## src/rtl/pll_power_seq.sv

```systemverilog
// PLL analog power sequencer: ordered bias -> charge pump -> VCO bring-up
// with per-stage settle timing and slew-limited trim once the VCO runs.
module pll_power_seq #(
    parameter int         BIAS_SETTLE = 16,
    parameter int         CP_SETTLE   = 8,
    parameter int         VCO_SETTLE  = 64,
    parameter int         TRIM_STEP   = 4,
    parameter logic [3:0] TRIM_RST    = 4'h8,
    parameter int         CNT_W       = 8
) (
    input  logic       SCK,
    input  logic       RST,
    input  logic       cfg_bias_ena,
    input  logic       cfg_cp_ena,
    input  logic       cfg_vco_ena,
    input  logic [3:0] cfg_trim,
    output logic       pll_bias_ena,
    output logic       pll_cp_ena,
    output logic       pll_vco_ena,
    output logic [3:0] pll_trim,
    output logic       pll_ready,
    output logic       seq_busy
);

    typedef enum logic [1:0] {
        OFF  = 2'd0,
        BIAS = 2'd1,
        CP   = 2'd2,
        VCO  = 2'd3
    } state_e;

    localparam logic [CNT_W-1:0] BIAS_CNT = CNT_W'(BIAS_SETTLE);
    localparam logic [CNT_W-1:0] CP_CNT   = CNT_W'(CP_SETTLE);
    localparam logic [CNT_W-1:0] VCO_CNT  = CNT_W'(VCO_SETTLE);
    localparam logic [CNT_W-1:0] STEP_TOP = CNT_W'(TRIM_STEP - 1);

    state_e           state;
    state_e           state_nxt;
    logic [CNT_W-1:0] cnt;
    logic [CNT_W-1:0] cnt_nxt;
    logic [CNT_W-1:0] tcnt;
    logic [CNT_W-1:0] tcnt_nxt;
    logic [3:0]       trim_nxt;
    logic [1:0]       target;
    logic [1:0]       level;
    logic             settled;
    logic             trim_eq;

    // Requests for later stages count only when their predecessors are on.
    always_comb begin
        target = 2'd0;
        if (cfg_bias_ena) begin
            target = 2'd1;
            if (cfg_cp_ena) begin
                target = 2'd2;
                if (cfg_vco_ena) target = 2'd3;
            end
        end
    end

    assign level   = state;
    assign settled = (cnt == '0);
    assign trim_eq = (pll_trim == cfg_trim);

    always_ff @(posedge SCK or posedge RST) begin
        if (RST) begin
            state    <= OFF;
            cnt      <= '0;
            tcnt     <= '0;
            pll_trim <= TRIM_RST;
        end else begin
            state    <= state_nxt;
            cnt      <= cnt_nxt;
            tcnt     <= tcnt_nxt;
            pll_trim <= trim_nxt;
        end
    end

    // Dropping a request wins over any settle in progress.
    always_comb begin
        state_nxt = state;
        cnt_nxt   = cnt;
        if (target < level) begin
            state_nxt = state_e'(level - 2'd1);
            cnt_nxt   = '0;
        end else if (target > level && settled) begin
            state_nxt = state_e'(level + 2'd1);
            unique case (state)
                OFF:     cnt_nxt = BIAS_CNT;
                BIAS:    cnt_nxt = CP_CNT;
                default: cnt_nxt = VCO_CNT;
            endcase
        end else if (!settled) begin
            cnt_nxt = cnt - 1'b1;
        end
    end

    // Trim tracks directly until the VCO runs, then slews one code per step.
    always_comb begin
        trim_nxt = pll_trim;
        tcnt_nxt = tcnt;
        if (state != VCO) begin
            trim_nxt = cfg_trim;
            tcnt_nxt = '0;
        end else if (trim_eq) begin
            tcnt_nxt = '0;
        end else if (tcnt == STEP_TOP) begin
            tcnt_nxt = '0;
            if (cfg_trim > pll_trim) trim_nxt = pll_trim + 4'd1;
            else                     trim_nxt = pll_trim - 4'd1;
        end else begin
            tcnt_nxt = tcnt + 1'b1;
        end
    end

    always_comb begin
        pll_bias_ena = (state != OFF);
        pll_cp_ena   = (state == CP) || (state == VCO);
        pll_vco_ena  = (state == VCO);
        pll_ready    = (state == VCO) && settled && trim_eq
                       && (target == 2'd3);
        seq_busy     = (level != target) || !settled
                       || ((state == VCO) && !trim_eq);
    end

endmodule

```

## config.mk

```make
export PLATFORM = sky130hd
export DESIGN_NAME = pll_power_seq
export DESIGN_NICKNAME = d
export VERILOG_FILES = /design/src/rtl/pll_power_seq.sv
export SDC_FILE = /design/constraint.sdc
export NUM_CORES = 1
export LEC_CHECK = 0
export CAP_MARGIN = 20
export CORE_ASPECT_RATIO = 1.1
export CORE_UTILIZATION = 52
export DETAILED_ROUTE_END_ITERATION = 8
export PLACE_DENSITY_LB_ADDON = 0.15
export REMOVE_ABC_BUFFERS = 1
export SYNTH_ARGS = -nofsm -noshare
export SYNTH_HDL_FRONTEND = slang
export SYNTH_SLANG_ARGS = --single-unit
```

## constraint.sdc

```tcl
create_clock -name SCK -period 3.3 [get_ports SCK]
set_input_delay 0.825 -clock SCK [delete_from_list [all_inputs] [get_ports SCK]]
set_output_delay 0.825 -clock SCK [all_outputs]
set_load 0.02 [all_outputs]
```

==> results.yml <==
status:
  status: "completed"
worst_setup_path:
  slowest_delay_ps: 490
  ff2ff_path_depth: 11
  crit_path_start_kind: "input port"
  crit_path_frequent_cell: "nand4_1"
  cp.depth: 7
  cp.arrival_ps: 2390
  crit_slowest_cell: "clkdlybuf4s50_1"
  crit_fanout: 3
  cp_cell_sequence: "clkdlybuf4s50_1 > inv_1 > ha_1 > nand4_1 > nand2_1 > nand4_1 > dlygate4sd2_1"
  crit_buf_inv: 3
  critPathKind: "input port to primary output"
  cp_top_family: "buffers and inverters"
  end_kind: "primary output"
  crit_required_ps: 2470
global_routing:
  antenna_found_initial: 0
  grt_pass1_wl_um: 5070
  grt_pass1_vias: 1240
  grtUsageTotal: 0.222
  grt_max_degree: 23
  grt_overflow: 0
synth:
  ys_types: 37
  synthArstFlopShare: 1.00
  synth_xor_area_frac: 0.0657
  synth_mux_area_frac: 0.0145
  synth_area_um2: 1470
  yosysSeqAreaShare: 0.376
  syn_inst: 158
  synth_top_area_share: 0.358
  synth_top_cell_by_area: "dfrtp_1"
  synth_edf_count: 0
  synth_fa_ha_area_frac: 0.150
  synth_area_leaders: "dfrtp_1 36%, ha_1 14%, a21oi_1 6.5%"
  ys_ff_latch: 22
  synth_top_family_by_area: "simple AND/OR/NAND/NOR gates"
  synth_flop_cell: "dfrtp_1"
  yosys.area_share.simple: 0.250
  yosys_warnings: 0
  synth_compound_area_frac: 0.105
  syn_area_per_cell_um2: 9.28
cells_and_area:
  finalNonFillerCells: 219
  diodes: 0
  drive_gt1_frac: 0.122
  final_util: 0.689
  fillers: 206
  finalNetCount: 215
  synthToLayoutAreaGrowth_pct: 21.7
routing:
  dr.pass1.iters: 4
  drt_iter0_drc: 29
  ant_nets: 0
  vias: 1246
  finalWirelength_um: 3010
  drc: 0
  viasPerCell: 5.69
  wire_per_inst_um: 13.7
placed_design:
  port_buffers: 17
  post-dp-hpwl_um: 2280
  routabilityCongestion: 0.829
  dp_cells: 215
sta:
  maxSlewHeadroom: 0.438
  worstMarginPinSlew_ps: 843
  period_share: 0.976
  rsz0062_at_grt: "false"
  skew_ps: 4.96
  hold_violations: 0
  setup_viol: 0
  whs_ps: 500
  min_period_ps: 3220
  finalMaxSlewViolations: 0
  fmax_mhz: 311
hold_path:
  hold_class: "flip-flop to flip-flop"
  whs_path_depth: 1
floorplanning:
  die-area_um2: 3040
  die_x_um: 52.6
  fp.dieH_um: 57.7
  io_pins: 18
  start_util: 0.566
  core_um2: 2590
  rows: 19
clock_tree:
  h-tree-depth: 1
  cts_tree: "built"
  clk_pin_slew_ps: 120
  clock_latency_ps: 310
  cts-hold-fix-buffers: 0
  cts_root_buffer: "clkbuf_4"
  cts_sinks: 22
  cts_buffer_depth: 2
  cts_buffers: 3
power_and_ir_drop:
  p_leak_nw: 0.838
  total_power_mw: 1.64
  ir_drop_mv: 0.641
  power.density_nw_per_um2: 917
flow_run:
  max_cap_viol_count: 0
## sequential cells by signal, indices dropped and copies added (netlist names)
| signal | count |
|---|---|
| pll_trim | 4 |
| cnt | 8 |
| level | 2 |
| tcnt | 8 |
## report_power, final
part	internal (mW)	switching [mW]	total, mW
logic	0.487	0.552	1.04
registers	0.354	0.0901	0.445
clock network	0.0674	0.0845	0.152
## metal layers
metal  part of all wire  wire length [µm]  vias up  global-route usage
met5                  0                 0        -                   0
met4              0.014                43        0              0.0714
met3              0.036               107        7              0.0341
met2               0.47              1420       31               0.376
met1               0.48              1440      602               0.289
li1                   -                 -      606                   -
## synthesized netlist by cell type (all sizes together), types with 2 or more instances
| cell type | instances |
|---|---|
| nand4 | 4 |
| ha | 16 |
| xor2 | 6 |
| dfrtp | 21 |
| nand2b | 4 |
| or3 | 3 |
| a21oi | 19 |
| and2 | 2 |
| nor2b | 2 |
| o21ai | 2 |
| nor2 | 15 |
| nand3b | 2 |
| nor3 | 6 |
| nand3 | 6 |
| inv | 13 |
| nor4 | 2 |
| xnor2 | 5 |
| and3 | 4 |
| clkbuf | 2 |
| nand2 | 10 |
## worst reg2reg max path: stages (launching register included)
cell and delay, ps:
dfstp_2 560, inv_1 50, ha_1 280, buf_4 140, a21oi_1 220, nand2_1 120
nand2_1 110, ha_1 260, a21oi_1 230, nand2_1 100, or4_1 480, nand3_1 100
## layout by cell type, fill, tap and decap left out, types with 4 or more instances in the layout
cell and instances:
nand2b_1 4, nor2_1 15, xor2_1 6, nand3_1 6, clkdlybuf4s50_1 15, nand2_1 10
inv_1 13, nor3_1 6, xnor2_1 5, a21oi_1 19, dfrtp_1 21, ha_1 16
buf_4 11
## metrics by stage
step | setup WS (ps) | setup TNS (ps) | area, µm²
3_3_place_gp | -118 | -219 | 1750
3_5_place_dp | -176 | -414 | 1750
6_report | 80.6 | 0 | 1780
5_1_grt | 20.3 | 0 | 1780
4_1_cts | 65.3 | 0 | 1780
2_1_floorplan | 499 | 0 | 1460
## path summary, 6_finish.rpt
kind	start	to	slack [ps]
worst min register to register	tcnt[0]	tcnt[0]	500
min in group asynchronous	RST	cnt[3]	970
max in group asynchronous	RST	pll_trim[0]	1820
worst max-delay path	cfg_trim[0]	seq_busy	80
worst min-delay path	tcnt[0]	tcnt[0]	500
worst max register to register	pll_trim[3]	pll_trim[3]	610
## cells by family after synthesis
family / after synthesis
and+or+nand+nor: 64
buffers and inverters: 15
DFF: 22
xor gates and xnor gates: 11
adders and majority gates: 17
AOI/OAI and AO/OA: 27
muxes: 2
## final cells by class
type,instances,area [µm²],area share
multi-input combinational,121,858,0.481
inverter,13,48.8,0.0273
clock buffer,4,36.3,0.0203
timing repair buffer,28,250,0.140
sequential,22,552,0.309
tap,31,38.8,0.0217
## timing repair
action	CTS	global route
resized for setup	2	0
setup endpoints to repair	2	0
buffers inserted	0	0
No activity file was read; power rests on OpenSTA's default activity.
